`config.mk`:
```
export PLATFORM = sky130hd
export DESIGN_NAME = mem_port_arbiter
export DESIGN_NICKNAME = d
export VERILOG_FILES = /design/src/rtl/mem_arb_pkg.sv /design/src/rtl/mem_arb_pick.sv /design/src/rtl/mem_port_arbiter.sv
export SDC_FILE = /design/constraint.sdc
export NUM_CORES = 1
export LEC_CHECK = 0
export CAP_MARGIN = 20
export CORE_UTILIZATION = 44
export DETAILED_ROUTE_END_ITERATION = 16
export PLACE_DENSITY = 0.82
export RECOVER_POWER = 50
export SKIP_CTS_REPAIR_TIMING = 1
export SYNTH_ARGS = -nofsm -noshare
export SYNTH_HDL_FRONTEND = slang
export SYNTH_SLANG_ARGS = --single-unit
```
`constraint.sdc`:
```
create_clock -name i_clk -period 7 [get_ports i_clk]
set_input_delay 1.4 -clock i_clk [delete_from_list [all_inputs] [get_ports i_clk]]
set_output_delay 1.4 -clock i_clk [all_outputs]
set_load 0.02 [all_outputs]
```
`src/rtl/mem_arb_pkg.sv`:
```
// Shared types and constants for the fetch/data memory port arbiter.
package mem_arb_pkg;

  localparam int XLEN   = 32;
  localparam int MASK_W = 4;

  typedef enum logic [1:0] {
    IDLE  = 2'd0,
    ISSUE = 2'd1,
    WAIT  = 2'd2,
    RESP  = 2'd3
  } arb_state_e;

  typedef enum logic {
    OWN_IF = 1'b0,
    OWN_D  = 1'b1
  } arb_owner_e;

  // Saturating 3-bit increment used by the starvation counter.
  function automatic logic [2:0] sat_inc3(input logic [2:0] v, input logic [2:0] max_v);
    logic [2:0] r;
    if (v >= max_v) begin
      r = max_v;
    end else begin
      r = v + 3'd1;
    end
    return r;
  endfunction

endpackage

```
`src/rtl/mem_arb_pick.sv`:
```
// Winner selection between fetch and data requesters, with a saturating
// counter that bounds how long a pending fetch can be passed over.
module mem_arb_pick
  import mem_arb_pkg::*;
#(
  parameter int STARVE_MAX = 2
) (
  input  logic i_clk,
  input  logic i_rst,
  input  logic i_window,   // arbiter is at an accept point (IDLE or RESP)
  input  logic i_if_req,
  input  logic i_d_req,
  output logic o_if_grant,
  output logic o_d_grant
);

  localparam logic [2:0] CNT_MAX = 3'(STARVE_MAX);

  logic [2:0] r_starve_cnt;
  logic       w_force_if;

  // Data wins by default; fetch wins once it has been passed over STARVE_MAX times.
  always_comb begin
    o_if_grant = 1'b0;
    o_d_grant  = 1'b0;
    w_force_if = i_if_req && (r_starve_cnt == CNT_MAX);
    if (!i_window) begin
      o_if_grant = 1'b0;
      o_d_grant  = 1'b0;
    end else if (i_d_req && !w_force_if) begin
      o_d_grant = 1'b1;
    end else if (i_if_req) begin
      o_if_grant = 1'b1;
    end else begin
      o_if_grant = 1'b0;
      o_d_grant  = 1'b0;
    end
  end

  // Count data grants that bypass a waiting fetch; cleared when fetch is served or idle.
  always_ff @(posedge i_clk or posedge i_rst) begin
    if (i_rst) begin
      r_starve_cnt <= 3'd0;
    end else if (i_window) begin
      if (!i_if_req || o_if_grant) begin
        r_starve_cnt <= 3'd0;
      end else if (o_d_grant) begin
        r_starve_cnt <= sat_inc3(r_starve_cnt, CNT_MAX);
      end else begin
        r_starve_cnt <= r_starve_cnt;
      end
    end else begin
      r_starve_cnt <= r_starve_cnt;
    end
  end

endmodule

```
`src/rtl/mem_port_arbiter.sv`:
```
// Shares one single-port memory between instruction fetch and the MEM stage.
// Each accepted request runs ISSUE -> WAIT (LATENCY-1 cycles) -> RESP; a new
// request may be accepted in RESP so accesses run back to back.
module mem_port_arbiter
  import mem_arb_pkg::*;
#(
  parameter int LATENCY    = 2,
  parameter int STARVE_MAX = 2
) (
  input  logic              i_clk,
  input  logic              i_rst,
  input  logic              i_if_req,
  input  logic [XLEN-1:0]   i_if_addr,
  output logic              o_if_ready,
  output logic              o_if_valid,
  output logic [XLEN-1:0]   o_if_rdata,
  input  logic              i_d_req,
  input  logic              i_d_wen,
  input  logic [XLEN-1:0]   i_d_addr,
  input  logic [XLEN-1:0]   i_d_wdata,
  input  logic [MASK_W-1:0] i_d_mask,
  output logic              o_d_ready,
  output logic              o_d_valid,
  output logic [XLEN-1:0]   o_d_rdata,
  output logic [XLEN-1:0]   o_mem_addr,
  output logic [XLEN-1:0]   o_mem_wdata,
  output logic [MASK_W-1:0] o_mem_mask,
  output logic              o_mem_ren,
  output logic              o_mem_wen,
  input  logic [XLEN-1:0]   i_mem_rdata,
  output logic              o_busy
);

  localparam logic [3:0] LAT_M1 = 4'(LATENCY - 1);

  arb_state_e        r_state;
  arb_state_e        w_next_state;
  logic [3:0]        r_wait_cnt;
  arb_owner_e        r_owner;
  logic              r_wen;
  logic [XLEN-1:0]   r_mem_addr;
  logic [XLEN-1:0]   r_mem_wdata;
  logic [MASK_W-1:0] r_mem_mask;
  logic              r_mem_ren;
  logic              r_mem_wen;
  logic              r_if_valid;
  logic              r_d_valid;
  logic [XLEN-1:0]   r_if_rdata;
  logic [XLEN-1:0]   r_d_rdata;

  logic              w_window;
  logic              w_last;
  logic              w_if_grant;
  logic              w_d_grant;
  logic              w_accept;
  logic              w_acc_wen;
  logic [XLEN-1:0]   w_acc_addr;
  logic [XLEN-1:0]   w_acc_wdata;
  logic [MASK_W-1:0] w_acc_mask;

  mem_arb_pick #(
    .STARVE_MAX (STARVE_MAX)
  ) u_pick (
    .i_clk      (i_clk),
    .i_rst      (i_rst),
    .i_window   (w_window),
    .i_if_req   (i_if_req),
    .i_d_req    (i_d_req),
    .o_if_grant (w_if_grant),
    .o_d_grant  (w_d_grant)
  );

  // State register.
  always_ff @(posedge i_clk or posedge i_rst) begin
    if (i_rst) begin
      r_state <= IDLE;
    end else begin
      r_state <= w_next_state;
    end
  end

  // Next-state logic: accept from IDLE/RESP, fixed-length access otherwise.
  always_comb begin
    w_next_state = IDLE;
    case (r_state)
      IDLE:    w_next_state = w_accept ? ISSUE : IDLE;
      ISSUE:   w_next_state = (LATENCY == 1) ? RESP : WAIT;
      WAIT:    w_next_state = (r_wait_cnt == 4'd1) ? RESP : WAIT;
      RESP:    w_next_state = w_accept ? ISSUE : IDLE;
      default: w_next_state = IDLE;
    endcase
  end

  // State decode: accept window, busy flag and last cycle of the memory access.
  always_comb begin
    w_window = 1'b0;
    o_busy   = 1'b1;
    w_last   = 1'b0;
    case (r_state)
      IDLE: begin
        w_window = 1'b1;
        o_busy   = 1'b0;
      end
      ISSUE:   w_last = (LATENCY == 1);
      WAIT:    w_last = (r_wait_cnt == 4'd1);
      RESP:    w_window = 1'b1;
      default: o_busy = 1'b0;
    endcase
  end

  // Mux the winning requester's fields for latching on accept.
  always_comb begin
    w_accept = w_if_grant | w_d_grant;
    if (w_d_grant) begin
      w_acc_wen   = i_d_wen;
      w_acc_addr  = i_d_addr;
      w_acc_wdata = i_d_wdata;
      w_acc_mask  = i_d_mask;
    end else begin
      w_acc_wen   = 1'b0;
      w_acc_addr  = i_if_addr;
      w_acc_wdata = {XLEN{1'b0}};
      w_acc_mask  = {MASK_W{1'b1}};
    end
  end

  // WAIT counter: loaded on the way into WAIT, counts down to 1.
  always_ff @(posedge i_clk or posedge i_rst) begin
    if (i_rst) begin
      r_wait_cnt <= 4'd0;
    end else if (r_state == ISSUE) begin
      r_wait_cnt <= LAT_M1;
    end else if (r_state == WAIT) begin
      r_wait_cnt <= r_wait_cnt - 4'd1;
    end else begin
      r_wait_cnt <= r_wait_cnt;
    end
  end

  // Request latch and one-cycle memory strobes issued the cycle after accept.
  always_ff @(posedge i_clk or posedge i_rst) begin
    if (i_rst) begin
      r_owner     <= OWN_IF;
      r_wen       <= 1'b0;
      r_mem_addr  <= {XLEN{1'b0}};
      r_mem_wdata <= {XLEN{1'b0}};
      r_mem_mask  <= {MASK_W{1'b0}};
      r_mem_ren   <= 1'b0;
      r_mem_wen   <= 1'b0;
    end else begin
      r_mem_ren <= w_accept & ~w_acc_wen;
      r_mem_wen <= w_accept & w_acc_wen;
      if (w_accept) begin
        r_owner     <= w_d_grant ? OWN_D : OWN_IF;
        r_wen       <= w_acc_wen;
        r_mem_addr  <= w_acc_addr;
        r_mem_wdata <= w_acc_wdata;
        r_mem_mask  <= w_acc_mask;
      end else begin
        r_owner     <= r_owner;
        r_wen       <= r_wen;
        r_mem_addr  <= r_mem_addr;
        r_mem_wdata <= r_mem_wdata;
        r_mem_mask  <= r_mem_mask;
      end
    end
  end

  // Response capture at the end of the access; valid pulses in RESP for the owner only.
  always_ff @(posedge i_clk or posedge i_rst) begin
    if (i_rst) begin
      r_if_valid <= 1'b0;
      r_d_valid  <= 1'b0;
      r_if_rdata <= {XLEN{1'b0}};
      r_d_rdata  <= {XLEN{1'b0}};
    end else begin
      r_if_valid <= w_last && (r_owner == OWN_IF);
      r_d_valid  <= w_last && (r_owner == OWN_D);
      if (w_last && (r_owner == OWN_IF)) begin
        r_if_rdata <= i_mem_rdata;
      end else begin
        r_if_rdata <= r_if_rdata;
      end
      if (w_last && (r_owner == OWN_D)) begin
        r_d_rdata <= r_wen ? {XLEN{1'b0}} : i_mem_rdata;
      end else begin
        r_d_rdata <= r_d_rdata;
      end
    end
  end

  assign o_if_ready  = w_if_grant;
  assign o_d_ready   = w_d_grant;
  assign o_if_valid  = r_if_valid;
  assign o_d_valid   = r_d_valid;
  assign o_if_rdata  = r_if_rdata;
  assign o_d_rdata   = r_d_rdata;
  assign o_mem_addr  = r_mem_addr;
  assign o_mem_wdata = r_mem_wdata;
  assign o_mem_mask  = r_mem_mask;
  assign o_mem_ren   = r_mem_ren;
  assign o_mem_wen   = r_mem_wen;

endmodule

```
==> metrics.csv, run 1 <==
metric,value,unit
status,"complete, but fails checks",
violations,"capacitance limit, slew limit",
num_rows,45,
path_cells,dlygate4sd3_1 > clkinvlp_2 > buf_4,
hold_depth,1,
initial_utilization,0.449,
synthTopCellsByArea,"dfrtp_1 54%, mux2_4 13%, mux2_2 11%",
vias,4761,
dpl.hpwl,11.7,mm
synthFlopType,dfrtp_1,
antenna_cells,0,
worstSetupEndpointType,async pin,
cts-root-to-sink-buffers,2,
fin_crit,4.67,ns
postSynth.asyncResetShare,1.00,
die_w,126,µm
netlist_area,0.00680,mm²
clock-sinks,147,
finalHoldViolCount,0,
cts_tree,done,
area_growth,48.7,%
drv_cap,3,
wl,16.2,mm
root_buffer,clkbuf_16,
r2r_end,o_mem_addr[10],
final.setup.tns,0,ns
holdPathEnd,o_d_rdata[23],
fmax,214,MHz
yosysUniqueCellTypes,30,
cpMaxStageDelayCell,clkinvlp_2,
tightest_slew,4.00,ns
synth_nets,648,
ir_drop,0.252,mV
r2r_slack,3.99,ns
slew_violations,127,
cp.arrival,5.14,ns
synth_top_family_by_area,multiplexers,
yosysMostFrequentCell,dfrtp_1,
grt_pass1_wl,26.3,mm
power_density,479,mW/mm²
synthMuxAreaShare,0.299,
fin_skew,0.00973,ns
yosys_warnings,0,
via_per_inst,4.87,
hold_slack,0.481,ns
crit_fanout,92,
synth_fa_ha_area_frac,0.0147,
grt_pass1_vias,5198,
synthSimpleGateAreaFrac,0.0742,
post_dp_cell_area,0.00961,mm²
grt_max_degree,93,
final-setup-viol-count,0,
critical_path_class,in2async,
gp_congestion,0.767,
ioPinCount,276,
period_share,0.667,
synthXorXnorAreaFrac,0,
detail_route.wl_per_cell,16.6,µm
rr_startpoint,r_state[0],
grt_overflow_total,0,
clkTransAtPathRegs,0.06,ns
syn_avg_cell_area,13.5,µm²
htreeDepth,4,
ant_nets,0,
yosys-top-cells-count,"147 x dfrtp_1, 69 x mux2_2, 57 x mux2_4, 46 x inv_1, 40 x nand2_1",
synth-compound-area-share,0.0127,
dieHeight,126,µm
utilization,0.667,
hp-class,reg2reg,
grt.total_usage,0.214,
synth_top_cell_area_share,0.541,
drtIter0Drc,128,
core_area,0.0151,mm²
yosys_register_bits,147,
syn_inst,503,
antenna_found_initial,0,
clock_latency,0.42,ns
synth_top_cell_by_area,dfrtp_1,
synth_edf_count,0,
rsz0062_at_grt,false,
drive_gt1_frac,0.174,
synth-seq-area-share,0.541,
p_leak,4.72,nW
final_area,0.0101,mm²
die-area,0.0159,mm²
post-route-drc-count,0,
start_kind,input port,
nets,921,
first_pass_iters,4,
port_buffers,275,
hold_start,o_d_rdata[23],
required,7.46,ns
relSlewSlack,-1.68,
p_total,4.84,mW
numCtsBuffers,17,
slowest_delay,2.24,ns
rr_worst_depth,6,
-- cells by family (layout without fill, tap and decap cells) --
logic type | after synthesis | in the layout
buffers and inverters | 73 | 359
muxes | 165 | 165
and+or+nand+nor | 96 | 96
AOI/OAI and AO/OA | 14 | 14
DFF | 147 | 147
adders and majority gates | 8 | 8
-- registers in the layout, summed over array words and instances, names as in the netlist --
| signal | cells |
|---|---|
| o_if_valid | 1 |
| u_pick.r_starve_cnt | 3 |
| o_mem_wdata | 32 |
| o_if_rdata | 32 |
| o_d_valid | 1 |
| o_mem_ren | 1 |
| o_d_rdata | 32 |
| o_mem_mask | 4 |
| o_mem_wen | 1 |
| r_owner | 1 |
| o_mem_addr | 32 |
| r_wen | 1 |
| r_state | 2 |
| r_wait_cnt | 4 |
-- metal layers --
layer,wire (µm),global-route usage,up-vias
met3,1430,0.0858,18
met2,7960,0.359,210
met4,267,0.0751,0
met5,0,0,-
li1,-,-,2208
met1,6510,0.246,2325
-- area by class of cell --
| cell class | count | area [µm²] |
|---|---|---|
| Multi-Input combinational cell | 283 | 2600 |
| Inverter | 46 | 174 |
| Sequential cell | 147 | 3680 |
| Tap cell | 188 | 235 |
| Fill cell | 1093 | 5040 |
| Timing Repair Buffer | 281 | 2810 |
| Clock inverter | 12 | 155 |
| Clock buffer | 20 | 447 |
-- cell usage in the layout (no fill, tap or decap), drive strengths merged --
cell type / netlist / final
nand4bb: 1 / 1
clkinv: 0 / 6
o21bai: 2 / 2
clkbuf: 4 / 22
nor2b: 33 / 33
mux2i: 33 / 33
dfrtp: 147 / 147
nor3: 2 / 2
buf: 23 / 4
or2: 1 / 1
bufinv: 0 / 3
mux2: 132 / 132
nand2b: 7 / 7
inv: 46 / 46
clkdlybuf4s50: 0 / 226
nor3b: 1 / 1
dlygate4sd3: 0 / 49
a21o: 1 / 1
a32o: 1 / 1
o21a: 1 / 1
and2b: 1 / 1
clkinvlp: 0 / 3
nor2: 9 / 9
ha: 8 / 8
a21oi: 2 / 2
nand2: 40 / 40
or4: 1 / 1
o22ai: 1 / 1
o21ai: 6 / 6
-- stage by stage --
step / cells / setup WS (ns)
floorplan: 503 / 1.65
global placement: 943 / 2.67
detailed placement: 943 / 2.63
CTS: 975 / 2.63
global route: 977 / 1.53
finish: 977 / 2.33
-- worst max path at each step --
stage,from,to,slack (ns),cells past startpoint
2_1_floorplan,i_rst,o_d_rdata[0],1.65,1
3_3_place_gp,i_d_req,o_d_ready,2.67,5
3_5_place_dp,i_d_req,o_d_ready,2.63,5
4_1_cts,i_d_req,o_d_ready,2.63,5
5_1_grt,i_rst,o_mem_wdata[2],1.53,3
6_report,i_rst,o_mem_wdata[2],2.33,3
-- power by group --
part	total, mW	internal [mW]	switching [mW]
Sequential	1.47	1.25	0.220
Combinational	2.44	1.28	1.16
Clock	0.924	0.571	0.353
Total	4.84	3.11	1.73
-- critical path, delay by kind of cell --
kind     cells  cell delay (ns)
buf+inv      3             3.66
(Power assumes the default switching activity.)
==> run 2, diff against run 1 <==
- CORE_UTILIZATION: 44 -> 39
- PLACE_DENSITY: 0.82 -> 0.76
- clock period: 7 -> 4.1 ns (I/O delays scaled with it)
==> run 2 against run 1 <==
Net effect: the run still ends with capacitance limit, slew limit left; cell area up 1.2%; sequential power up 73%; combinational power up 75%; clock power up 88%; count of clock-buffer cells in the layout down 1; flip-flop and latch count unchanged; final cell count up 3.5%; global-route usage down 1.8 points; setup slack worse by 1.5 ns.
==> metrics.csv, run 2 (synthesized netlist as in run 1, its figures left out) <==
metric,value,unit
combinationalPowerShare,0.499,
numCtsBuffers,17,
die_w,134,µm
critical_path_class,reg2out,
start_kind,flop,
final_common_cell,clkdlybuf4s50_1,
placed_cells_incl_taps,977,
p_leak,4.72,nW
cpMaxStageDelayCell,clkdlybuf4s50_1,
clkTransAtPathRegs,0.06,ns
slew_violations,159,
hp-class,reg2reg,
hold_slack,0.488,ns
status,"complete, but fails checks",
worstSetupEndpointType,output port,
p_total,8.54,mW
die-area,0.0180,mm²
finalHoldViolCount,0,
gp_congestion,0.810,
clock-sinks,147,
cts_tree,done,
via_per_inst,4.72,
nets,923,
required,3.28,ns
p_int,5.53,mW
ant_nets,0,
dpl.hpwl,12.0,mm
grt_max_degree,128,
final_cells,1011,
port_buffers,275,
crit_fanout,17,
final.setup.tns,0,ns
drive_gt1_frac,0.177,
cp.arrival,2.46,ns
power_density,835,mW/mm²
path_cells,inv_1 > ha_1 > nand2b_1 > a21o_4 > inv_1 > clkdlybuf4s50_1,
num_rows,47,
grt_overflow_total,0,
htreeDepth,4,
rsz0062_at_grt,false,
tightest_slew,1.75,ns
wl,16.9,mm
slowest_delay,0.59,ns
core_area,0.0168,mm²
drv_cap,2,
cts-root-to-sink-buffers,2,
final-setup-viol-count,0,
grt_pass1_vias,5196,
ir_drop,0.458,mV
postLayoutSetupSlackWorst,0.821,ns
power_switching,3.02,mW
grt_pass1_wl,26.9,mm
utilization,0.608,
final_area,0.0102,mm²
vias,4769,
fin_crit,3.28,ns
dieHeight,134,µm
fmax,305,MHz
antenna_cells,0,
p_sw_frac,0.353,
mostFrequentLayoutCells,"274 x clkdlybuf4s50_1, 147 x dfrtp_1, 70 x mux2_2",
post-route-drc-count,0,
r2r_slack,1.07,ns
violations,"capacitance limit, slew limit",
period_share,0.800,
pwr-share-seq,0.297,
first_pass_iters,4,
initial_utilization,0.404,
post_dp_cell_area,0.00968,mm²
drtIter0Drc,147,
fin_skew,0.0103,ns
area_growth,50.5,%
power_frac_clock,0.203,
relSlewSlack,-0.165,
grt.total_usage,0.195,
antenna_found_initial,0,
dp_slack,0.903,ns
clock_latency,0.42,ns
ioPinCount,276,
crit_path_frequent_cell,inv_1,
detail_route.wl_per_cell,16.7,µm
root_buffer,clkbuf_16,
[run 2: final timing paths]
path,start,endpoint,depth (start not counted)
max,r_state[0],o_d_ready,6
min,o_d_rdata[5],o_d_rdata[5],1
max reg2reg,r_state[0],o_d_rdata[24],6
min reg2reg,o_d_rdata[5],o_d_rdata[5],1
max in group asynchronous,i_rst,r_wait_cnt[1],3
min in group asynchronous,i_rst,o_d_rdata[9],2
[run 2: layout make-up]
cell class	instances	area [µm²]
Fill cell	1333	6590
Sequential cell	147	3680
Timing Repair Buffer	283	2830
Multi-Input combinational cell	283	2610
Clock buffer	19	443
Tap cell	220	275
Clock inverter	13	219
Inverter	46	174
[run 2: metal layers]
layer,track usage,up-vias,part of all wire
li1,-,2221,-
met1,0.225,2319,0.40
met2,0.332,204,0.50
met3,0.0642,25,0.079
met4,0.0849,0,0.024
met5,0,-,0
[run 2: critical path: cells and delay by family, from the launching register on]
family                     cells  cell delay (ns)
AOI/OAI and AO/OA              1             0.19
DFF                            1             0.38
and+or+nand+nor                1             0.27
buffers and inverters          3             0.70
adders and majority gates      1             0.50
[run 2: power groups by stage]
stage | clock [mW] | combinational [mW] | sequential, mW
finish | 1.74 | 4.27 | 2.54
global route | 1.85 | 4.55 | 2.63
CTS | 1.78 | 4.42 | 2.57
detailed placement | 0 | 4.40 | 2.58
global placement | 0 | 4.29 | 2.54
floorplan | 0 | 1.92 | 3.27
==> run 3, diff against run 2 <==
- clock period: 4.1 -> 2.8 ns (I/O delays scaled with it)
==> run 3 against run 2 <==
Net effect: the run now ends clean; non-clock buffer count did not move; sequential power rose by 46%; final cell count did not move; flip-flop and latch count did not move; register-to-register slack got worse by 0.57 ns; clock skew rose by 0.0053 ns; wire length rose by 0.57%; critical path depth did not move.
==> metrics.csv, run 3 (synthesized netlist as in run 1, its figures left out) <==
metric,value,unit
antenna_found_initial,0,
vias,4813,
die-area,0.0180,mm²
ir_drop,0.592,mV
drv_cap,0,
status,"complete, no violations",
ant_nets,0,
crit_fanout,16,
fin_crit,2.40,ns
clkTransAtPathRegs,0.06,ns
htreeDepth,4,
relSlewSlack,0.368,
grt_pass1_wl,27.6,mm
final_area,0.0102,mm²
nets,923,
cts-root-to-sink-buffers,2,
hold_slack,0.490,ns
critical_path_class,reg2out,
detail_route.wl_per_cell,16.8,µm
p_leak,4.72,nW
root_buffer,clkbuf_16,
die_w,134,µm
final_common_cell,clkdlybuf4s50_1,
crit_family,buffers and inverters,
cpMaxStageDelayCell,dfrtp_1,
grt.total_usage,0.197,
initial_utilization,0.404,
cts_tree,done,
cp.buffers_inverters,3,
clock_latency,0.42,ns
mostFrequentLayoutCells,"267 x clkdlybuf4s50_1, 147 x dfrtp_1, 69 x mux2_2",
first_pass_iters,4,
gp_congestion,0.786,
start_kind,flop,
ioPinCount,276,
postLayoutSetupSlackWorst,0.404,ns
grt_pass1_vias,5254,
wl,17.0,mm
required,2.24,ns
period_share,0.856,
hp-class,reg2reg,
post_dp_cell_area,0.00974,mm²
finalHoldViolCount,0,
fmax,417,MHz
core_area,0.0168,mm²
slew_violations,0,
post-route-drc-count,0,
dpl.hpwl,12.3,mm
power_density,1200,mW/mm²
path_cells,inv_1 > ha_1 > buf_4 > nand2b_4 > nor2_1 > dlymetal6s2s_1,
fin_skew,0.0156,ns
drtIter0Drc,127,
antenna_cells,0,
worstSetupEndpointType,output port,
tightest_slew,0.942,ns
cp.arrival,1.84,ns
fillCellCount,1362,
via_per_inst,4.76,
slowest_delay,0.38,ns
clock-sinks,147,
final-setup-viol-count,0,
num_rows,47,
port_buffers,275,
final_cells,1011,
grt_max_degree,72,
numCtsBuffers,17,
dp_slack,0.225,ns
placed_cells_incl_taps,979,
area_growth,49.4,%
utilization,0.604,
rsz0062_at_grt,false,
drive_gt1_frac,0.182,
grt_overflow_total,0,
dieHeight,134,µm
## run 3: cell types whose count changed in the layout (fill, tap and decap cells not counted), sizes merged
cell,previous run,this run
inv,50,52
clkdlybuf4s50,274,267
clkbuf,22,21
bufinv,5,1
buf,5,4
dlymetal6s2s,0,2
clkinvlp,1,5
dlygate4sd3,1,6
## run 3: power breakdown
group | internal, mW | switching, mW
Clock | 1.25 | 0.950
Sequential | 3.13 | 0.574
Combinational | 3.32 | 2.93
## run 3: routing by layer
metal  track usage  vias to the layer above  wire, µm
met5             0                        -         0
met4        0.0699                        0       352
met3        0.0639                       26      1330
met2         0.334                      214      8400
met1         0.234                     2348      6890
li1              -                     2225         -
## run 3: final cells by class
type / count / area, µm² / share of cell area
tap: 220 / 275 / 0.0271
clock buffer: 17 / 425 / 0.0419
timing repair buffer: 283 / 2840 / 0.280
inverter: 46 / 174 / 0.0171
clock inverter: 15 / 145 / 0.0143
multi-input combinational: 283 / 2620 / 0.258
sequential: 147 / 3680 / 0.362
## run 3: per-stage QoR
| step | TNS [ns] | total power, mW |
|---|---|---|
| finish | 0 | 12.2 |
| global route | 0 | 12.8 |
| CTS | -0.0163 | 12.6 |
| detailed placement | 0 | 10.3 |
| global placement | 0 | 10.1 |
| floorplan | 0 | 7.60 |
## run 3: path summary, 6_finish.rpt
| check | from | to | slack, ns | cells past startpoint |
|---|---|---|---|---|
| setup / recovery | r_state[0] | o_if_ready | 0.40 | 6 |
| hold / removal | o_d_rdata[20] | o_d_rdata[20] | 0.49 | 1 |
| setup reg to reg | r_state[0] | o_mem_addr[30] | 0.50 | 7 |
| hold reg to reg | o_d_rdata[20] | o_d_rdata[20] | 0.49 | 1 |
| max in group asynchronous | i_rst | u_pick.r_starve_cnt[0] | 0.60 | 3 |
| min in group asynchronous | i_rst | o_if_rdata[8] | 0.76 | 2 |
